<file path="src/rtl/dot_product_accumulator_pkg.sv">
// Shared types and widths for the dot-product accumulator slice.
package dot_product_accumulator_pkg;

   localparam int unsigned DATA_WIDTH        = 16;
   localparam int unsigned PROD_WIDTH        = 2 * DATA_WIDTH;
   localparam int unsigned ACC_WIDTH         = 48;
   localparam int unsigned FRAC_BITS_DEFAULT = 8;

   typedef enum logic [1:0] {
      ST_ACC   = 2'd0,
      ST_FLUSH = 2'd1,
      ST_DONE  = 2'd2
   } state_t;

endpackage

</file>
<file path="src/rtl/dot_product_accumulator_if.sv">
// Term-beat input stream and result output stream of the accumulator.
interface dot_product_accumulator_if;
   import dot_product_accumulator_pkg::*;

   logic                  in_valid;
   logic                  in_ready;
   logic [DATA_WIDTH-1:0] in_x;
   logic [DATA_WIDTH-1:0] in_w;
   logic                  in_last;
   logic                  out_valid;
   logic                  out_ready;
   logic [ACC_WIDTH-1:0]  out_sum;
   logic                  out_overrun;

   modport master (
      output in_valid, in_x, in_w, in_last, out_ready,
      input  in_ready, out_valid, out_sum, out_overrun
   );

   modport slave (
      input  in_valid, in_x, in_w, in_last, out_ready,
      output in_ready, out_valid, out_sum, out_overrun
   );

endinterface

</file>
<file path="src/rtl/dot_product_accumulator_mac_product_stage.sv">
// First pipeline stage: registered signed 16x16 multiply with a valid flag.
module mac_product_stage
   import dot_product_accumulator_pkg::*;
(
   input  logic                         clk,
   input  logic                         rst,
   input  logic                         en,
   input  logic signed [DATA_WIDTH-1:0] x,
   input  logic signed [DATA_WIDTH-1:0] w,
   output logic signed [PROD_WIDTH-1:0] product,
   output logic                         product_valid
);

   // Capture the product of an accepted beat; valid tracks acceptance one cycle later.
   always_ff @(posedge clk) begin
      if (rst) begin
         product       <= '0;
         product_valid <= 1'b0;
      end else begin
         product_valid <= en;
         if (en) begin
            product <= PROD_WIDTH'(x) * PROD_WIDTH'(w);
         end
      end
   end

endmodule

</file>
<file path="src/rtl/dot_product_accumulator.sv">
// Streaming dot-product accumulator: sums x*w over a frame of beats and
// presents the 48-bit Q16 result with a ready/valid handshake.
// Optional macro DOT_PRODUCT_BIAS_EN adds a Q8 bias port folded in at flush.
module dot_product_accumulator
   import dot_product_accumulator_pkg::*;
#(
   parameter int unsigned MAX_TERMS = 256,
   parameter int unsigned FRAC_BITS = FRAC_BITS_DEFAULT
) (
   input  logic                         clk,
   input  logic                         rst,
`ifdef DOT_PRODUCT_BIAS_EN
   input  logic signed [DATA_WIDTH-1:0] bias,
`endif
   dot_product_accumulator_if.slave     bus
);

   localparam int unsigned CNT_W = $clog2(MAX_TERMS) + 1;

   // Frame length bound keeps the worst-case sum inside the 48-bit accumulator.
   if (MAX_TERMS < 1 || MAX_TERMS > 65536) begin : g_max_terms_check
      $error("MAX_TERMS must lie in 1..65536");
   end

   // The binary point must sit inside the operand word.
   if (FRAC_BITS >= DATA_WIDTH) begin : g_frac_bits_check
      $error("FRAC_BITS must be smaller than DATA_WIDTH");
   end

   state_t                         state;
   logic                           in_ready_q;
   logic                           out_valid_q;
   logic                           overrun_q;
   logic [ACC_WIDTH-1:0]           acc;
   logic [CNT_W-1:0]               cnt;
   logic [CNT_W-1:0]               cnt_inc;
   logic                           accept;
   logic                           at_limit;
   logic signed [PROD_WIDTH-1:0]   prod;
   logic                           prod_vld;
   logic [ACC_WIDTH-1:0]           prod_ext;
   logic [ACC_WIDTH-1:0]           bias_ext;

   assign accept   = bus.in_valid && in_ready_q;
   assign cnt_inc  = cnt + CNT_W'(1);
   assign at_limit = (cnt_inc == CNT_W'(MAX_TERMS));

   mac_product_stage u_mac (
      .clk           (clk),
      .rst           (rst),
      .en            (accept),
      .x             (bus.in_x),
      .w             (bus.in_w),
      .product       (prod),
      .product_valid (prod_vld)
   );

   // Sign-extend the pending product (zero when nothing is pending) and the bias term.
   always_comb begin
      prod_ext = '0;
      bias_ext = '0;
      if (prod_vld) begin
         prod_ext = ACC_WIDTH'(prod);
      end
`ifdef DOT_PRODUCT_BIAS_EN
      bias_ext = ACC_WIDTH'(bias) <<< FRAC_BITS;
`endif
   end

   // Frame control FSM with accumulator, beat counter and registered handshake outputs.
   always_ff @(posedge clk) begin
      if (rst) begin
         state       <= ST_ACC;
         in_ready_q  <= 1'b1;
         out_valid_q <= 1'b0;
         overrun_q   <= 1'b0;
         acc         <= '0;
         cnt         <= '0;
      end else begin
         case (state)
            ST_ACC: begin
               acc <= acc + prod_ext;
               if (accept) begin
                  cnt <= cnt_inc;
                  if (bus.in_last || at_limit) begin
                     state      <= ST_FLUSH;
                     in_ready_q <= 1'b0;
                     overrun_q  <= !bus.in_last && at_limit;
                  end
               end
            end
            ST_FLUSH: begin
               acc         <= acc + prod_ext + bias_ext;
               state       <= ST_DONE;
               out_valid_q <= 1'b1;
            end
            ST_DONE: begin
               if (bus.out_ready) begin
                  state       <= ST_ACC;
                  in_ready_q  <= 1'b1;
                  out_valid_q <= 1'b0;
                  overrun_q   <= 1'b0;
                  acc         <= '0;
                  cnt         <= '0;
               end
            end
            default: begin
               state       <= ST_ACC;
               in_ready_q  <= 1'b1;
               out_valid_q <= 1'b0;
               overrun_q   <= 1'b0;
               acc         <= '0;
               cnt         <= '0;
            end
         endcase
      end
   end

   assign bus.in_ready    = in_ready_q;
   assign bus.out_valid   = out_valid_q;
   assign bus.out_sum     = acc;
   assign bus.out_overrun = overrun_q;

endmodule

</file>
<file path="src/flat_wrapper.sv">
// flat-port wrapper written by rule: the top's interface ports become plain ports
module dot_product_accumulator_flat import dot_product_accumulator_pkg::*;
#(
   parameter int unsigned MAX_TERMS = 256,
   parameter int unsigned FRAC_BITS = FRAC_BITS_DEFAULT
)
  (clk, rst, bus_in_valid, bus_in_x, bus_in_w, bus_in_last, bus_out_ready, bus_in_ready, bus_out_valid, bus_out_sum, bus_out_overrun);
  dot_product_accumulator_if bus_i ();
  input  logic clk;
  input  logic rst;
  input wire logic [$bits(bus_i.in_valid)-1:0] bus_in_valid;
  input wire logic [$bits(bus_i.in_x)-1:0] bus_in_x;
  input wire logic [$bits(bus_i.in_w)-1:0] bus_in_w;
  input wire logic [$bits(bus_i.in_last)-1:0] bus_in_last;
  input wire logic [$bits(bus_i.out_ready)-1:0] bus_out_ready;
  output wire logic [$bits(bus_i.in_ready)-1:0] bus_in_ready;
  output wire logic [$bits(bus_i.out_valid)-1:0] bus_out_valid;
  output wire logic [$bits(bus_i.out_sum)-1:0] bus_out_sum;
  output wire logic [$bits(bus_i.out_overrun)-1:0] bus_out_overrun;
  assign bus_i.in_valid = bus_in_valid;
  assign bus_i.in_x = bus_in_x;
  assign bus_i.in_w = bus_in_w;
  assign bus_i.in_last = bus_in_last;
  assign bus_i.out_ready = bus_out_ready;
  assign bus_in_ready = bus_i.in_ready;
  assign bus_out_valid = bus_i.out_valid;
  assign bus_out_sum = bus_i.out_sum;
  assign bus_out_overrun = bus_i.out_overrun;
  dot_product_accumulator #(.MAX_TERMS(MAX_TERMS), .FRAC_BITS(FRAC_BITS)) u_core (.clk(clk), .rst(rst), .bus(bus_i));
endmodule
</file>
<file path="config.mk">
export PLATFORM = sky130hd
export DESIGN_NAME = dot_product_accumulator_flat
export DESIGN_NICKNAME = d
export VERILOG_FILES = /design/src/rtl/dot_product_accumulator_pkg.sv /design/src/rtl/dot_product_accumulator_if.sv /design/src/rtl/dot_product_accumulator_mac_product_stage.sv /design/src/rtl/dot_product_accumulator.sv /design/src/flat_wrapper.sv
export SDC_FILE = /design/constraint.sdc
export NUM_CORES = 1
export LEC_CHECK = 0
export ABC_CLOCK_PERIOD_IN_PS = 7730
export CAP_MARGIN = 25
export CORE_AREA = 2 2 213 215
export CTS_CLUSTER_DIAMETER = 50
export DETAILED_ROUTE_END_ITERATION = 10
export DIE_AREA = 0 0 215 217
export HOLD_SLACK_MARGIN = 0.03
export PLACE_DENSITY_LB_ADDON = 0.12
export SLEW_MARGIN = 5
export SYNTH_ARGS = -nofsm -noshare
export SYNTH_HDL_FRONTEND = slang
export SYNTH_SLANG_ARGS = --single-unit
</file>
<file path="constraint.sdc">
create_clock -name clk -period 7.73 [get_ports clk]
set_clock_uncertainty 0.05 [all_clocks]
set_input_delay 1.546 -clock clk [delete_from_list [all_inputs] [get_ports clk]]
set_output_delay 1.546 -clock clk [all_outputs]
set_load 0.005 [all_outputs]
</file>
==> impl_results.md <==
* Mapped Nets at roughly 2300
* Mapped cell area at ~0.016 mm^2
* Uppermost layer routed: met4
* Post-DP HPWL at 34.41 mm
* Top-Level Pins at approximately 90
* Worst-Skew Late Latency at around 0.35 ns
* GPL Wtd Cong at 0.8702
* Largest net degree at the start of global routing at 63
* Fraction of layout instances using a drive strength above 1 at 0.06704
* Die Wd at 215 um
* Root buf cell: clkbuf_16
* Outcome: finished, final reports clean
* Final non-filler cell total at 2584
* Fraction of the yosys area taken by sequential cells at 0.1199
* Number of synthesized flops with an enable pin at 0
* CP Capture Type: flip-flop
* Ys flop type: dfxtp_1
* Hold Buf Count CTS at 0
* Port bufs at 87
* Buf+Inv Stages, Crit Path at 6
* CP arrival at 7.66 ns
* Place WS at -0.1632 ns
* GRT overflow at 0
* CORE AREA at 0.04470 mm^2
* Worst Tran Pin Value at 0.8120 ns
* Crit-path max cell delay at ~0.54 ns
* Met3 wire length at 1.055 mm
* Clock Sinks at 95
* # setup viols final at 0
* Fillers at 4639
* Syn Area/Cell at 8.543 um^2
* Met1 wire length at 20.44 mm
* CTS tree: yes
* Antenna viol nets, final at 0
* Period utilization at 0.9701
* FMAX at 133.4 MHz
* Vias in the first global route at 12974
* Post-synth cell types at 69
* Slowest-stage cell, CP: clkdlybuf4s50_1
* Async SR Flop Fraction at 0
* Clock-pin slew on the worst setup and hold paths at ~0.060 ns
* GRT Util Overall at 0.1764
* Drc violations at 0
* Yosys reg bits at 95
* Vias at roughly 12000
* MaxCap Viol Count at 0
* Post-route minimum period at roughly 7.5 ns
* # diodes at 0
* Final WL at 40.35 mm
* DR pass1 iterations at 4
* Synth Instances at approximately 1900
* Rel. slew slack at 0.4587
* Minimum hold slack at 0.3979 ns
* # rows at 78
* Die Area at about 0.047 mm^2
* RSZ-0062 raised after global routing: no
* Slew Viols, Final at 0
* CP cell instances: clkdlybuf4s50_1 > buf_4 > and2_1 > fa_1 > inv_1 > fa_1 > fa_1 > inv_1 > fa_1 > fa_1 > inv_1 > fa_1 > inv_1 > ha_1 > nand2_1 > o31ai_1 > a31oi_1 > o21ai_1 > a41oi_2 > a21oi_1 > mux2i_1 > a21oi_1
* Avg WL per Cell at ~16 um
* Met2 wire len at 18.46 mm
* CP most frequent cell: fa_1
* Required @ worst endpoint at 7.89 ns
* Initial Utilization at 0.3547
* Layout net count at 2409
* Area Overhead vs Synth at 15.25%
* Clk buf depth at 2
* Yosys warns at 0
* Final setup TNS at 0 ns
* H-tree depth at 3
* First-pass GRT wire length at between 60 and 70 mm
* Antenna violations before repair at 0
* Worst Path Max Fanout at 7
* Critical path type: in -> reg
* Delay-heaviest family, CP: adder cells
* Placed Cells at 2568
* FF-to-FF setup slack at 3.35 ns
* CP startpoint kind: input pin
* Worst setup margin at approximately 0.23 ns
* Hold Vio Cnt, Final at 0
* Worst Hold Class: reg -> reg
* TritonCTS buffer count at 9
* Number of DRC markers in iteration 0 at 482
* Die H at 217 um
* Avg Vias per Cell at around 4.8
-- worst paths after layout --
kind | startpoint | end | cells past startpoint
worst min-delay path | u_core.u_mac.product[25] | u_core.u_mac.product[25] | 2
worst max register to register | u_core.u_mac.product_valid | u_core.bus.out_sum[47] | 11
worst min register to register | u_core.u_mac.product[25] | u_core.u_mac.product[25] | 2
worst max-delay path | bus_in_x[9] | u_core.u_mac.product[31] | 22
-- metrics by stage --
stage | cell area (um^2) | util
finish | 18270 | 0.4088
global route | 18270 | 0.4088
CTS | 18260 | 0.4085
detailed placement | 17960 | 0.4018
global placement | 17960 | 0.4018
floorplan | 15860 | -
-- kinds of logic (layout without fill, tap and decap cells) --
group | after synthesis | after routing | share of synthesized area
XOR/XNOR | 71 | 71 | 0.03922
flip-flops | 95 | 95 | 0.1199
AO/OA/AOI/OAI | 321 | 321 | 0.1327
AND/OR/NAND/NOR | 584 | 584 | 0.1790
multiplexers | 2 | 2 | 0.001263
buffers and inverters | 390 | 518 | 0.09320
adder cells (fa/ha/maj) | 393 | 393 | 0.4347
-- worst register-to-register path: stages, from the launching register on --
cell and delay (ns):
dfxtp_1 0.83, and2_1 0.76, ha_1 0.43, a21oi_1 0.21
o21ai_1 0.13, a2111oi_2 0.37, o21bai_1 0.21, a2111oi_4 0.45
a211oi_2 0.16, o21ai_1 0.14, or4b_1 0.48, o211ai_2 0.09
-- synthesized netlist by cell type, types with 3 or more instances --
| master | n | area share |
|---|---|---|
| a21oi_1 | 97 | 0.031 |
| nand2_1 | 235 | 0.056 |
| nor3b_1 | 7 | 0.0033 |
| nand2b_1 | 11 | 0.0043 |
| a22oi_1 | 21 | 0.0099 |
| dfxtp_1 | 95 | 0.12 |
| a211oi_1 | 13 | 0.0062 |
| buf_2 | 5 | 0.0016 |
| xor2_1 | 32 | 0.018 |
| o21a_1 | 9 | 0.0043 |
| nand3_1 | 18 | 0.0057 |
| o211ai_1 | 6 | 0.0028 |
| nand4_1 | 11 | 0.0043 |
| nand3b_1 | 6 | 0.0028 |
| o21ai_1 | 40 | 0.013 |
| a21o_1 | 35 | 0.017 |
| buf_1 | 3 | 0.00071 |
| o21ai_0 | 26 | 0.0082 |
| nor2_1 | 89 | 0.021 |
| nor3_1 | 16 | 0.0051 |
| fa_1 | 263 | 0.33 |
| clkbuf_1 | 63 | 0.015 |
| and3_1 | 12 | 0.0047 |
| ha_1 | 130 | 0.10 |
| o31ai_1 | 6 | 0.0028 |
| or3_1 | 5 | 0.0020 |
| nor2b_1 | 7 | 0.0028 |
| and2_1 | 154 | 0.061 |
| a21boi_1 | 3 | 0.0014 |
| o21bai_1 | 14 | 0.0066 |
| a31oi_1 | 14 | 0.0055 |
| a211o_1 | 6 | 0.0033 |
| xnor2_1 | 39 | 0.022 |
| inv_1 | 318 | 0.075 |
-- what timing repair did --
item | 4_1_cts | 5_1_grt
setup buffers | 0 | 0
setup endpoints to repair | 0 | 7
gates resized for setup | 0 | 2
-- layout by cell type, fill, tap and decap left out, types with 9 or more instances in the layout --
master           instances
xor2_1                  32
nor2_1                  88
o21bai_1                14
dfxtp_1                 95
nand2b_1                11
buf_4                   94
clkbuf_16                9
a22oi_1                 21
a21oi_1                 97
a211oi_1                12
ha_1                   130
a31oi_1                 14
o21ai_0                 26
and2_1                 154
o21ai_1                 40
a21o_1                  35
nand4_1                 11
nand3_1                 18
nor3_1                  15
o21a_1                   9
fa_1                   263
clkdlybuf4s50_1         86
nand2_1                235
and3_1                  12
inv_1                  318
xnor2_1                 39
-- flip-flops by register name (all words and copies together), names as in the netlist --
register                    cells
u_core.u_mac.product           32
u_core.cnt                      9
u_core.u_mac.product_valid      1
u_core.bus.out_sum             48
u_core.state                    2
u_core.bus.out_valid            1
u_core.bus.in_ready             1
u_core.bus.out_overrun          1
-- layout make-up --
type	count	area (um^2)	share of cell area
multi-input cells	1371	12500	0.6838
flip-flops and latches	95	1902	0.1041
repair buffers	184	1632	0.08928
inverters	318	1194	0.06532
well taps	600	750.7	0.04108
clock buffers	11	242.7	0.01328
clock inverters	5	57.56	0.003150
-- layer usage --
metal  track usage  vias up
li1              -     6135
met1        0.2557     6152
met2        0.2913      163
met3       0.01398       20
met4       0.03241        0
met5             0        -
Power is left out: the tool's default activity adds up to more than one toggle a clock period on the data nets, which glitch-free logic cannot reach.
